==> src/rtl/mrd_tlp_sender_pkg.sv <==
// Shared constants for the MRd64 request path: TLP format/type, chunk size,
// Max_Read_Request_Size codes with their sub-request sizes, and the FSM states.
package mrd_tlp_sender_pkg;

  localparam logic [6:0]  MRD64_FMT_TYPE = 7'b01_00000;
  localparam int unsigned CHUNK_BYTES    = 512;

  typedef enum logic [2:0] {
    MRRS_128B = 3'b000,
    MRRS_256B = 3'b001,
    MRRS_512B = 3'b010
  } mrrs_e;

  localparam int unsigned MRRS_128B_BYTES = 128;
  localparam int unsigned MRRS_256B_BYTES = 256;
  localparam int unsigned MRRS_512B_BYTES = 512;

  typedef enum logic [2:0] {
    ST_IDLE,
    ST_ARB,
    ST_HDR1,
    ST_HDR2,
    ST_NPWAIT,
    ST_ACK,
    ST_DONE
  } state_e;

  // Codes above 512 B are clamped: a chunk never needs more than one TLP.
  function automatic logic [9:0] sub_req_dw(input logic [2:0] code);
    case (mrrs_e'(code))
      MRRS_128B: return 10'(MRRS_128B_BYTES / 4);
      MRRS_256B: return 10'(MRRS_256B_BYTES / 4);
      default:   return 10'(MRRS_512B_BYTES / 4);
    endcase
  endfunction

  function automatic logic [2:0] sub_req_count(input logic [2:0] code);
    case (mrrs_e'(code))
      MRRS_128B: return 3'(CHUNK_BYTES / MRRS_128B_BYTES);
      MRRS_256B: return 3'(CHUNK_BYTES / MRRS_256B_BYTES);
      default:   return 3'(CHUNK_BYTES / MRRS_512B_BYTES);
    endcase
  endfunction

endpackage

==> src/rtl/mrd_tlp_sender_if.sv <==
// TRN transmit bus between a TLP source (master) and the PCIe core (slave).
interface mrd_tlp_sender_if;
  logic [63:0] trn_td;
  logic [7:0]  trn_trem_n;
  logic        trn_tsof_n;
  logic        trn_teof_n;
  logic        trn_tsrc_rdy_n;
  logic        trn_tdst_rdy_n;
  logic        trn_tbuf_av_np;

  modport master (
    output trn_td, trn_trem_n, trn_tsof_n, trn_teof_n, trn_tsrc_rdy_n,
    input  trn_tdst_rdy_n, trn_tbuf_av_np
  );

  modport slave (
    input  trn_td, trn_trem_n, trn_tsof_n, trn_teof_n, trn_tsrc_rdy_n,
    output trn_tdst_rdy_n, trn_tbuf_av_np
  );
endinterface

==> src/rtl/mrd_hdr_build.sv <==
// Combinational MRd64 header former: beat1 carries fmt/type, length, requester
// ID and tag; beat2 carries the DW-aligned 64-bit address.
module mrd_hdr_build
  import mrd_tlp_sender_pkg::*;
(
  input  logic [9:0]  length,
  input  logic [4:0]  tag,
  input  logic [15:0] requester_id,
  input  logic [63:2] addr,
  output logic [63:0] beat1,
  output logic [63:0] beat2
);

  // TC, TD, EP and attributes are all zero; both byte enables are full.
  assign beat1 = {1'b0, MRD64_FMT_TYPE, 1'b0, 3'b000, 4'b0000, 1'b0, 1'b0,
                  2'b00, 2'b00, length,
                  requester_id, {3'b000, tag}, 4'hF, 4'hF};

  assign beat2 = {addr[63:32], addr[31:2], 2'b00};

endmodule

==> src/rtl/mrd_tlp_sender.sv <==
// Splits one 512-byte chunk read into MRd64 TLPs sized by Max_Read_Request_Size
// and drives them onto the shared TRN TX interface when granted.
module mrd_tlp_sender
  import mrd_tlp_sender_pkg::*;
(
  input  logic                    trn_clk,
  input  logic                    reset_n,
  input  logic                    read_chunk,
  input  logic [63:0]             huge_page_addr_read_from,
  output logic                    read_chunk_ack,
  input  logic [15:0]             cfg_completer_id,
  input  logic [2:0]              cfg_max_rd_req_size,
  mrd_tlp_sender_if.master        trn,
  input  logic                    my_turn,
  output logic                    driving_interface
);

  state_e      state, state_nxt;
  logic [63:0] addr_q, addr_nxt;
  logic [9:0]  sub_dw_q, sub_dw_nxt;
  logic [2:0]  rem_q, rem_nxt;
  logic [4:0]  tag_q, tag_nxt;

  logic [63:0] td_nxt;
  logic [7:0]  trem_nxt;
  logic        sof_nxt, eof_nxt, src_rdy_nxt, ack_nxt, drv_nxt;

  logic        xfer, capture, advance, more, load_beat1;
  logic [63:0] beat1, beat2;

  assign xfer    = !trn.trn_tsrc_rdy_n && !trn.trn_tdst_rdy_n;
  assign capture = (state == ST_IDLE) && read_chunk;
  assign advance = (state == ST_HDR2) && xfer;
  assign more    = (rem_q != 3'd1);

  // The header builder sees the post-update tag/address so a back-to-back
  // beat1 can be loaded in the same cycle beat2 is accepted.
  always_comb begin
    addr_nxt   = addr_q;
    sub_dw_nxt = sub_dw_q;
    rem_nxt    = rem_q;
    tag_nxt    = tag_q;
    if (capture) begin
      addr_nxt   = huge_page_addr_read_from;
      sub_dw_nxt = sub_req_dw(cfg_max_rd_req_size);
      rem_nxt    = sub_req_count(cfg_max_rd_req_size);
    end else if (advance) begin
      addr_nxt = addr_q + {52'd0, sub_dw_q, 2'b00};
      rem_nxt  = rem_q - 3'd1;
      tag_nxt  = tag_q + 5'd1;
    end
  end

  mrd_hdr_build u_hdr (
    .length       (sub_dw_q),
    .tag          (tag_nxt),
    .requester_id (cfg_completer_id),
    .addr         (addr_nxt[63:2]),
    .beat1        (beat1),
    .beat2        (beat2)
  );

  always_comb begin
    state_nxt   = state;
    td_nxt      = trn.trn_td;
    trem_nxt    = trn.trn_trem_n;
    sof_nxt     = trn.trn_tsof_n;
    eof_nxt     = trn.trn_teof_n;
    src_rdy_nxt = trn.trn_tsrc_rdy_n;
    ack_nxt     = 1'b0;
    drv_nxt     = driving_interface;
    load_beat1  = 1'b0;

    case (state)
      ST_IDLE: if (read_chunk) state_nxt = ST_ARB;
      ST_ARB: begin
        if (my_turn && trn.trn_tbuf_av_np) begin
          state_nxt  = ST_HDR1;
          drv_nxt    = 1'b1;
          load_beat1 = 1'b1;
        end
      end
      ST_HDR1: begin
        if (xfer) begin
          state_nxt = ST_HDR2;
          td_nxt    = beat2;
          sof_nxt   = 1'b1;
          eof_nxt   = 1'b0;
        end
      end
      ST_HDR2: begin
        if (xfer) begin
          if (more && trn.trn_tbuf_av_np) begin
            state_nxt  = ST_HDR1;
            load_beat1 = 1'b1;
          end else if (more) begin
            state_nxt   = ST_NPWAIT;
            src_rdy_nxt = 1'b1;
            eof_nxt     = 1'b1;
          end else begin
            state_nxt   = ST_ACK;
            src_rdy_nxt = 1'b1;
            eof_nxt     = 1'b1;
            ack_nxt     = 1'b1;
            drv_nxt     = 1'b0;
          end
        end
      end
      ST_NPWAIT: begin
        if (trn.trn_tbuf_av_np) begin
          state_nxt  = ST_HDR1;
          load_beat1 = 1'b1;
        end
      end
      ST_ACK:  state_nxt = ST_DONE;
      ST_DONE: if (!read_chunk) state_nxt = ST_IDLE;
      default: state_nxt = ST_IDLE;
    endcase

    if (load_beat1) begin
      td_nxt      = beat1;
      trem_nxt    = '0;
      sof_nxt     = 1'b0;
      eof_nxt     = 1'b1;
      src_rdy_nxt = 1'b0;
    end
  end

  always_ff @(posedge trn_clk or negedge reset_n) begin
    if (!reset_n) begin
      state              <= ST_IDLE;
      addr_q             <= '0;
      sub_dw_q           <= '0;
      rem_q              <= '0;
      tag_q              <= '0;
      trn.trn_td         <= '0;
      trn.trn_trem_n     <= '1;
      trn.trn_tsof_n     <= 1'b1;
      trn.trn_teof_n     <= 1'b1;
      trn.trn_tsrc_rdy_n <= 1'b1;
      read_chunk_ack     <= 1'b0;
      driving_interface  <= 1'b0;
    end else begin
      state              <= state_nxt;
      addr_q             <= addr_nxt;
      sub_dw_q           <= sub_dw_nxt;
      rem_q              <= rem_nxt;
      tag_q              <= tag_nxt;
      trn.trn_td         <= td_nxt;
      trn.trn_trem_n     <= trem_nxt;
      trn.trn_tsof_n     <= sof_nxt;
      trn.trn_teof_n     <= eof_nxt;
      trn.trn_tsrc_rdy_n <= src_rdy_nxt;
      read_chunk_ack     <= ack_nxt;
      driving_interface  <= drv_nxt;
    end
  end

endmodule

==> src/flat_wrapper.sv <==
// flat-port wrapper written by rule: the top's interface ports become plain ports
module mrd_tlp_sender_flat import mrd_tlp_sender_pkg::*;
  (trn_clk, reset_n, read_chunk, huge_page_addr_read_from, read_chunk_ack, cfg_completer_id, cfg_max_rd_req_size, my_turn, driving_interface, trn_trn_td, trn_trn_trem_n, trn_trn_tsof_n, trn_trn_teof_n, trn_trn_tsrc_rdy_n, trn_trn_tdst_rdy_n, trn_trn_tbuf_av_np);
  mrd_tlp_sender_if trn_i ();
  input  logic trn_clk;
  input  logic reset_n;
  input  logic read_chunk;
  input  logic [63:0] huge_page_addr_read_from;
  output logic read_chunk_ack;
  input  logic [15:0] cfg_completer_id;
  input  logic [2:0] cfg_max_rd_req_size;
  input  logic my_turn;
  output logic driving_interface;
  output wire logic [$bits(trn_i.trn_td)-1:0] trn_trn_td;
  output wire logic [$bits(trn_i.trn_trem_n)-1:0] trn_trn_trem_n;
  output wire logic [$bits(trn_i.trn_tsof_n)-1:0] trn_trn_tsof_n;
  output wire logic [$bits(trn_i.trn_teof_n)-1:0] trn_trn_teof_n;
  output wire logic [$bits(trn_i.trn_tsrc_rdy_n)-1:0] trn_trn_tsrc_rdy_n;
  input wire logic [$bits(trn_i.trn_tdst_rdy_n)-1:0] trn_trn_tdst_rdy_n;
  input wire logic [$bits(trn_i.trn_tbuf_av_np)-1:0] trn_trn_tbuf_av_np;
  assign trn_trn_td = trn_i.trn_td;
  assign trn_trn_trem_n = trn_i.trn_trem_n;
  assign trn_trn_tsof_n = trn_i.trn_tsof_n;
  assign trn_trn_teof_n = trn_i.trn_teof_n;
  assign trn_trn_tsrc_rdy_n = trn_i.trn_tsrc_rdy_n;
  assign trn_i.trn_tdst_rdy_n = trn_trn_tdst_rdy_n;
  assign trn_i.trn_tbuf_av_np = trn_trn_tbuf_av_np;
  mrd_tlp_sender u_core (.trn_clk(trn_clk), .reset_n(reset_n), .read_chunk(read_chunk), .huge_page_addr_read_from(huge_page_addr_read_from), .read_chunk_ack(read_chunk_ack), .cfg_completer_id(cfg_completer_id), .cfg_max_rd_req_size(cfg_max_rd_req_size), .trn(trn_i), .my_turn(my_turn), .driving_interface(driving_interface));
endmodule
==> config.mk <==
export PLATFORM = sky130hd
export DESIGN_NAME = mrd_tlp_sender_flat
export DESIGN_NICKNAME = d
export VERILOG_FILES = /design/src/rtl/mrd_tlp_sender_pkg.sv /design/src/rtl/mrd_tlp_sender_if.sv /design/src/rtl/mrd_hdr_build.sv /design/src/rtl/mrd_tlp_sender.sv /design/src/flat_wrapper.sv
export SDC_FILE = /design/constraint.sdc
export NUM_CORES = 1
export LEC_CHECK = 0
export ABC_AREA = 0
export BUFFER_PORTS_ARGS = -buffer_cell sky130_fd_sc_hd__buf_4
export CAP_MARGIN = 30
export CORE_MARGIN = 1
export CORE_UTILIZATION = 54
export DETAILED_ROUTE_END_ITERATION = 8
export PLACE_DENSITY = 0.8
export SYNTH_ARGS = -nofsm -noshare
export SYNTH_HDL_FRONTEND = slang
export SYNTH_SLANG_ARGS = --single-unit
==> constraint.sdc <==
create_clock -name trn_clk -period 2.7 [get_ports trn_clk]
set_input_delay 0.135 -clock trn_clk [delete_from_list [all_inputs] [get_ports trn_clk]]
set_output_delay 0.135 -clock trn_clk [all_outputs]
set_load 0.005 [all_outputs]
[Word level (Yosys, flattened, before mapping)]
Index checks and enable logic that the tools add are counted.
Word-level totals
  flip-flop bits (word level): 162
  input port bits: 89
  output and inout bits: 77
  word-level logic and storage cells: 100
Cells by class
  add/sub/neg operators: 3
  equality and inequality tests: 20
  mux-type cells: 44
  reduce and logical (&&, ||, !) cells: 20
Operator list (count)
  two-way mux 64 bit: 5
  adder 64 x 12 -> 64 bit: 1
  two-way mux 3 bit: 9
  two-way mux 1 bit: 22
  one-hot mux 3 bit (7 select lines): 1
  one-hot mux 8 bit (2 select lines): 1
  two-way mux 5 bit: 2
  inequality test 2 bit (second input constant): 5
  nonzero test 2 bit: 5
  == test 3 bit (second input constant): 3
  inequality test 3 x 1 -> 1 bit (second input constant): 3
  inequality test 2 x 1 -> 1 bit (second input constant): 4
  == test 3 x 1 -> 1 bit (second input constant): 2
  == test 3 x 2 -> 1 bit (second input constant): 2
  logical NOT 3 bit: 2
  one-hot mux 3 bit (2 select lines): 1
  AND reduction 6 bit: 1
  adder 5 x 1 -> 5 bit (second input constant): 1
  logical AND 1 bit: 5
  AND reduction 5 bit: 1
  one-hot mux 1 bit (2 select lines): 2
  AND reduction 4 bit: 1
  inequality test 3 x 2 -> 1 bit (second input constant): 1
  one-hot mux 1 bit (3 select lines): 1
  5 further kinds: 6

[Depth between registers and ports, before layout]
Gate-level depths: netlist of run 1.
  word-level depth: 8
  depth in mapped cells: 9
  mapped depth without buffers: 7

[Modules after synthesis]
Synthesis of run 1 repeated with hierarchy kept, for this count alone.
Second synthesis, totals
  cells, all modules: 921
  area total of the unflattened synthesis: 8445.6 µm²
By module, submodules not included
  mrd_tlp_sender: instances 1, cells an instance 791, area an instance 7477.2 µm², seq. area each 3658.5 µm²
  mrd_hdr_build: instances 1, cells an instance 130, area an instance 968.4 µm², seq. area each 0.0 µm²

[Least setup slack after synthesis of run 1]
OpenSTA, ideal clock, no wires.
  path kind: reg2reg
  from: register u_core.sub_dw_q[7]
  to: register u_core.addr_q[52]
  setup time: 0.082 ns
  data arrival time: 2.201 ns
  data required time: 2.618 ns
  path slack: 0.418 ns
  stages on the path, launching flop included: 8
  path buffers: 1
  clock period less this slack: 2.282 ns
  cell sequence: dfrtp_1 -> ha_1 -> a21oi_1 -> and2_1 -> clkbuf_1 -> or4_1 -> or3_1 -> a31oi_1
Between the ends
  cells in the longest elaborated chain, start to end: 3
RTL lines
  start, declared: RTL line mrd_tlp_sender.sv:20  | logic [9:0] sub_dw_q, sub_dw_nxt;
  start signal, assigned: RTL line mrd_tlp_sender.sv:146  | sub_dw_q <= sub_dw_nxt;
  adder 64 x 12 -> 64 bit: RTL line mrd_tlp_sender.sv:48  | addr_nxt = addr_q + {52'd0, sub_dw_q, 2'b00};
  two-way mux 64 bit: RTL line mrd_tlp_sender.sv:47  | end else if (advance) begin
  two-way mux 64 bit: RTL line mrd_tlp_sender.sv:43  | if (capture) begin
  net u_core.addr_nxt[52]: RTL line mrd_tlp_sender.sv:19  | logic [63:0] addr_q, addr_nxt;
  end signal, assigned: RTL line mrd_tlp_sender.sv:145  | addr_q <= addr_nxt;
  end, declared: RTL line mrd_tlp_sender.sv:19
The timed path passes the listed nets, and every way through them passes these cells. The select of a mux whose other input is x is not followed.
A chain may end at the register's enable or synchronous reset.

[Worst setup path after layout of run 1]
  from: register u_core.sub_dw_q[5]
  to: register u_core.addr_q[63]
Same word-level chain as after synthesis.

==> metrics.cfg, run 1 <==
[yosys]
synthAdderAreaFrac=0.01326
synth_top_area_cell=dfrtp_1
netlist_area_mm2=0.007169
synth_area_leaders=dfrtp_1 49%, xnor2_1 4.2%, nand2_1 3.9%
postSynthCellCount=748
synthXorXnorAreaFrac=0.04520
synth_top_family_by_area=simple AND/OR/NAND/NOR gates
syn_area_per_cell_um2=9.585
ys.flop_type=dfrtp_1
yosysWarnings=0
synthSimpleGateAreaFrac=0.2162
syn_nets=844
synth_edf_count=0
ys_ff_latch=145
synth_mux_area_frac=0.002967
async_flop_share=1.000
synth_top_area_frac=0.4921
synth_compound_area_frac=0.1672
yosysSeqAreaShare=0.5068
ys_types=60

[timing]
worst_pin_slew_ns=0.9065
timing.fmax_mhz=411.2
fin_skew_ns=0.009791
rsz0062_at_grt=false
tns_ns=0
setup_viol=0
post-route-period-util=0.9008
layout_min_cycle_time_ns=2.432
finalMaxSlewViolations=0
relSlewSlack=0.3956
hold_violations=0

[setup_path]
r2r_slack_ns=0.27
crit_fanout=15
worstReg2RegStart=u_core.sub_dw_q[5]
cp_slowest_cell=or4_1
crit_chain=ha_1, fa_1, a21o_1, nand3_2, or3_4, or4_1, a31oi_1
crit_start=u_core.sub_dw_q[5]
worst-path-buf-inv=0
cp_top_family=simple AND/OR/NAND/NOR gates
crit_path_start_kind=flip-flop
critPathCaptureType=flip-flop
max_stage_delay_ns=0.53
arrival_ns=2.77
worstSetupPathType=reg2reg
critPathRequiredTime_ns=3.04

[clock_tree]
cts_buffers=17
clkSinkCount=145
clock_path_buffers=2
root_buffer=clkbuf_16
cts_max_level=4
clock_latency_ns=0.43
cts_tree=yes
cts_setup_buffers=0
path_clk_slew_ns=0.06

[floorplan]
rows=41
die_x_um=117.2
core_mm2=0.01277
die_area_mm2=0.01374
fp.dieH_um=117.2
initial_core_util=0.5613
ios=166

[min_path]
min_from=huge_page_addr_read_from[63]
hp-class=in2reg

[detailed_routing]
vias_per_cell=5.976
post_drt_wl_per_cell_um=19.40
drt_iter0_drc=853
drc=0
met2_length_um=11300
wirelength_met1_um=9099
wl_met3_um=1547
vias=6914
drtAntennaViolNets=0
firstDrtPassIters=6
wl_um=22440
highest_layer=met4

[global_route]
grt_max_degree=82
grt_pass1_vias=6902
grt_usage=0.3372
gr-total-overflow=0
grt_pass1_wl_um=34700
grt_antenna_before_repair=0

[power_and_ir_drop]
switchingPower_uw=4172
vdd_ir_drop_max_mv=0.5907
p_seq_frac=0.385
p_total_uw=11010
p_clk_frac=0.226
intPower_uw=6841
power_density_mw_per_mm2=1106
netSwitchingFraction=0.3789
p_leak_uw=0.004439
pwr-share-comb=0.389

[placement]
hpwl_um=14500
placed_area_mm2=0.008676
gp_congestion=0.9121
numPortBuffers=163

[finish]
fin_area_mm2=0.009960
multi_input_area_mm2=0.003217
areaGrowthSynthToFinish_pct=38.92
nets=1068
n_antenna_cell=0
seqCellArea_mm2=0.003633
fill_cells=833
drive_above_1_share=0.2467

[flow_run]
maxCapViolations=0

[outcome]
status=finished clean

## worst register-to-register path, stage by stage (launching register included)
cell and delay (ns):
dfrtp_1 0.39, ha_1 0.24, fa_1 0.23, a21o_1 0.23, nand3_2 0.10, or3_4 0.45, or4_1 0.53, a31oi_1 0.18
## synth_stat cells, types with 3 or more instances
library cell	number
dfrtp_1	141
nand2_1	74
nor2_1	68
o21ai_0	47
clkbuf_1	38
xnor2_1	34
inv_1	28
nand3_1	28
a21oi_1	27
nand4_1	25
a31oi_1	24
nor4_1	22
a22o_1	20
a222oi_1	13
nor3_1	13
and3_1	12
or3_1	12
and4_1	9
buf_4	8
or4_1	8
a221o_1	6
ha_1	6
a21o_1	5
buf_1	5
nand2b_1	5
o31ai_1	5
a22oi_1	4
buf_2	4
dfstp_2	4
nand4b_1	4
o211ai_1	4
a31o_2	3
and2_1	3
nand3b_1	3
nor4b_1	3
o21a_1	3
xor2_1	3
## cells in the final DEF (no fill, tap or decap), types with 5 or more instances in the layout
cell	count
a21o_1	5
a21oi_1	27
a221o_1	6
a222oi_1	13
a22o_1	20
a31oi_1	24
and3_1	12
and4_1	9
buf_4	189
clkbuf_16	17
dfrtp_1	141
dlygate4sd3_1	66
ha_1	6
inv_1	28
nand2_1	74
nand2b_1	5
nand3_1	28
nand4_1	25
nor2_1	67
nor3_1	13
nor4_1	22
o21ai_0	47
o31ai_1	5
or3_1	10
or4_1	8
xnor2_1	34
## area by class of cell
type | instances | share of cell area
Multi-Input combinational cell | 520 | 0.3230
Sequential cell | 145 | 0.3648
Inverter | 28 | 0.01055
Clock buffer | 18 | 0.04309
Timing Repair Buffer | 260 | 0.2180
Tap cell | 172 | 0.02161
Clock inverter | 14 | 0.01897
## routing by layer
layer	track usage	vias to the layer above
met5	0	-
met4	0.1333	0
met3	0.05561	49
met2	0.5773	343
met1	0.4277	3334
li1	-	3188
## repair_timing
action | 4_1_cts | 5_1_grt
gates resized for setup | 0 | 1
setup endpoints to repair | 0 | 2
hold buffers | 65 | 1
endpoints found under the hold margin | 140 | 1
## power by group through the flow
stage	clock (µW)	combinational, µW	sequential [µW]
floorplan	0	2490	3930
global placement	0	3950	4150
detailed placement	0	4080	4200
CTS	2490	4220	4180
global route	2600	4700	4340
finish	2490	4290	4240
## final timing paths
path,endpoint,depth (start not counted)
max in group asynchronous,u_core.addr_q[63],3
min in group asynchronous,u_core.trn.trn_td[5],2
hold reg to reg,u_core.addr_q[3],2
setup / recovery,u_core.addr_q[63],7
setup reg to reg,u_core.addr_q[63],7
hold / removal,u_core.addr_q[63],3
## stage by stage
step           cells  utilization  worst slack, ns  hold slack [ns]
2_1_floorplan    748            -           0.4175          -0.1606
3_3_place_gp    1059       0.6792           0.2672           0.2252
3_5_place_dp    1059       0.6792           0.1506           0.2338
4_1_cts         1156       0.7785           0.1324        0.0001252
5_1_grt         1157       0.7797          0.06215         0.003534
6_report        1157       0.7797           0.2680         0.003618
## logic make-up after synthesis
| kind of cell | count (synthesis) |
|---|---|
| simple gates | 298 |
| compound gates | 176 |
| flops | 145 |
| buf+inv | 83 |
| xor+xnor | 37 |
| fa+ha+maj | 7 |
| mux | 2 |
## flip-flops by register name, summed over array words and instances, names as in the netlist
register                   flops
u_core.sub_dw_q                3
u_core.read_chunk_ack          1
u_core.trn.trn_teof_n          1
u_core.trn.trn_td             63
u_core.rem_q                   3
u_core.trn.trn_tsrc_rdy_n      1
u_core.tag_q                   5
u_core.trn.trn_tsof_n          1
u_core.trn.trn_trem_n          1
u_core.addr_q                 62
u_core.state                   3
u_core.driving_interface       1
(Power assumes the default switching activity.)
==> inputs of run 2 (changes only) <==
--- a/config.mk
+++ b/config.mk
@@ -11,7 +11,7 @@
 export CORE_MARGIN = 1
 export CORE_UTILIZATION = 54
 export DETAILED_ROUTE_END_ITERATION = 8
-export PLACE_DENSITY = 0.8
+export PLACE_DENSITY = 0.76
 export SYNTH_ARGS = -nofsm -noshare
 export SYNTH_HDL_FRONTEND = slang
 export SYNTH_SLANG_ARGS = --single-unit
==> run 2 against run 1 <==
  * The run now ends with negative hold slack left
  * Die area stayed put
  * Non-clock buffer count is 6 lower
  * Count of clock-buffer cells in the layout is 9 higher
  * Total power is 2.3% lower
  * Core utilization is 0.82 points lower
  * Cell area is 1.1% lower
  * Combinational power is 3% lower
  * Cell count is 0.52% lower
  * First-iteration DRC count is 23% lower
  * Clock power is 6% lower
  * Critical path type unchanged
  * Critical endpoint is now u_core.addr_q[55]
==> metrics.cfg, run 2 (synthesized netlist as in run 1, its figures left out) <==
[outcome]
status=complete, but fails checks
violations=negative hold slack

[global_route]
grt_pass1_vias=6735
grt_antenna_before_repair=0
gr-total-overflow=0
grt_max_degree=92
grt_pass1_wl_um=33730
grt_usage=0.3266

[flow_run]
maxCapViolations=0

[detailed_routing]
wl_um=21420
vias=6916
drc=0
post_drt_wl_per_cell_um=18.61
firstDrtPassIters=6
drtAntennaViolNets=0
vias_per_cell=6.009
drt_iter0_drc=655

[setup_path]
critPathRequiredTime_ns=3.04
crit_chain=ha_1, fa_1, a21o_1, nand3_2, or3_1, or4_1, a31oi_1
cp_slowest_cell=or4_1
max_stage_delay_ns=0.56
timing.rr.end=u_core.addr_q[55]
worstSetupPathType=reg2reg
worstReg2RegStart=u_core.sub_dw_q[5]
crit_path_start_kind=flip-flop
critPathCaptureType=flip-flop
r2r_slack_ns=0.20
arrival_ns=2.83
reg2reg_depth=7
crit_fanout=11

[finish]
areaGrowthSynthToFinish_pct=37.45
layout_commonest_cell=buf_4
largest-register=u_core.trn.trn_td
fin_cells=1151
mostFrequentLayoutCells=186 x buf_4, 141 x dfrtp_1, 74 x nand2_1
largest_register_ffs=63
drive_above_1_share=0.2380
n_antenna_cell=0
fin_area_mm2=0.009854
largestRegisters=u_core.trn.trn_td x63, u_core.addr_q x62, u_core.tag_q x5
nets=1062

[power_and_ir_drop]
p_leak_uw=0.004391
power_density_mw_per_mm2=1092
vdd_ir_drop_max_mv=0.6816

[floorplan]
die_area_mm2=0.01374
fp.dieH_um=117.2
ios=166
initial_core_util=0.5613
rows=41
core_mm2=0.01277
die_x_um=117.2

[placement]
dp.cells=1055
gp_congestion=0.8602
hpwl_um=14250
placed_area_mm2=0.008633
numPortBuffers=163

[clock_tree]
cts_tree=yes
clock_path_buffers=2
path_clk_slew_ns=0.06
clock_latency_ns=0.42
cts_setup_buffers=0
cts_max_level=4
clkSinkCount=145
cts_buffers=17
root_buffer=clkbuf_16

[min_path]
min_to=u_core.addr_q[26]
min_from=huge_page_addr_read_from[26]
min_path_cells=3
hp-class=in2reg

[timing]
rsz0062_at_grt=false
relSlewSlack=0.4415
fin_skew_ns=0.007831
layout_min_cycle_time_ns=2.499
worst_pin_slew_ns=0.8377
tns_ns=0
whs_ns=-0.002091
setup_viol=0
timing.fmax_mhz=400.2
post-route-period-util=0.9254
finalMaxSlewViolations=0
hold_violations=1

## run 2: cell count changes in the layout (fill, tap and decap cells not counted), sizes merged
cell | previous run | this run
bufinv | 4 | 2
buf | 194 | 190
clkinv | 6 | 2
clkinvlp | 3 | 1
inv | 29 | 28
clkbuf | 18 | 27
dlygate4sd3 | 66 | 64
## run 2: final cells by class
cell class                      instances  area [µm²]
Sequential cell                       145        3633
Multi-Input combinational cell        520        3212
Fill cell                             877        2919
Timing Repair Buffer                  254        2108
Clock buffer                           27       503.0
Tap cell                              172       215.2
Inverter                               28       105.1
Clock inverter                          5       77.57
## run 2: worst max-delay path: cells and delay by family (launching register included)
family / cells / cell delay [ns]
compound gates: 2 / 0.40
fa+ha+maj: 2 / 0.44
flops: 1 / 0.38
simple gates: 3 / 1.18
## run 2: worst max path at each step
| stage | startpoint | endpoint | slack [ns] | cells after the start |
|---|---|---|---|---|
| finish | u_core.sub_dw_q[5] | u_core.addr_q[55] | 0.20 | 7 |
| global route | u_core.sub_dw_q[5] | u_core.addr_q[59] | 0.009 | 8 |
| CTS | u_core.state[2] | u_core.addr_q[52] | 0.21 | 5 |
| detailed placement | u_core.state[2] | u_core.addr_q[52] | 0.24 | 5 |
| global placement | u_core.state[2] | u_core.addr_q[52] | 0.27 | 5 |
| floorplan | u_core.sub_dw_q[7] | u_core.addr_q[52] | 0.42 | 7 |
## run 2: per-stage QoR
stage	total power, µW	util	setup slack (ns)
detailed placement	8256	0.6759	0.2359
global route	11400	0.7715	0.008831
CTS	10690	0.7715	0.2117
floorplan	6421	-	0.4175
finish	10760	0.7715	0.2013
global placement	8079	0.6759	0.2678
## run 2: metal layers
layer / up-vias / wire length [µm] / global-route usage
met4: 0 / 603 / 0.1536
met2: 345 / 10320 / 0.5227
li1: 3177 / - / -
met3: 48 / 1521 / 0.06076
met1: 3346 / 8980 / 0.4312
met5: - / 0 / 0
## run 2: repair_timing
action | in CTS | in global routing
gates resized for setup | 0 | 0
hold buffers | 64 | 0
endpoints found under the hold margin | 151 | 0
endpoints found under the setup margin | 0 | 0
## run 2: where the power goes
part	switching, µW	internal (µW)	total, µW
logic	2110	2070	4180
registers	1050	3190	4240
clock network	879	1460	2340
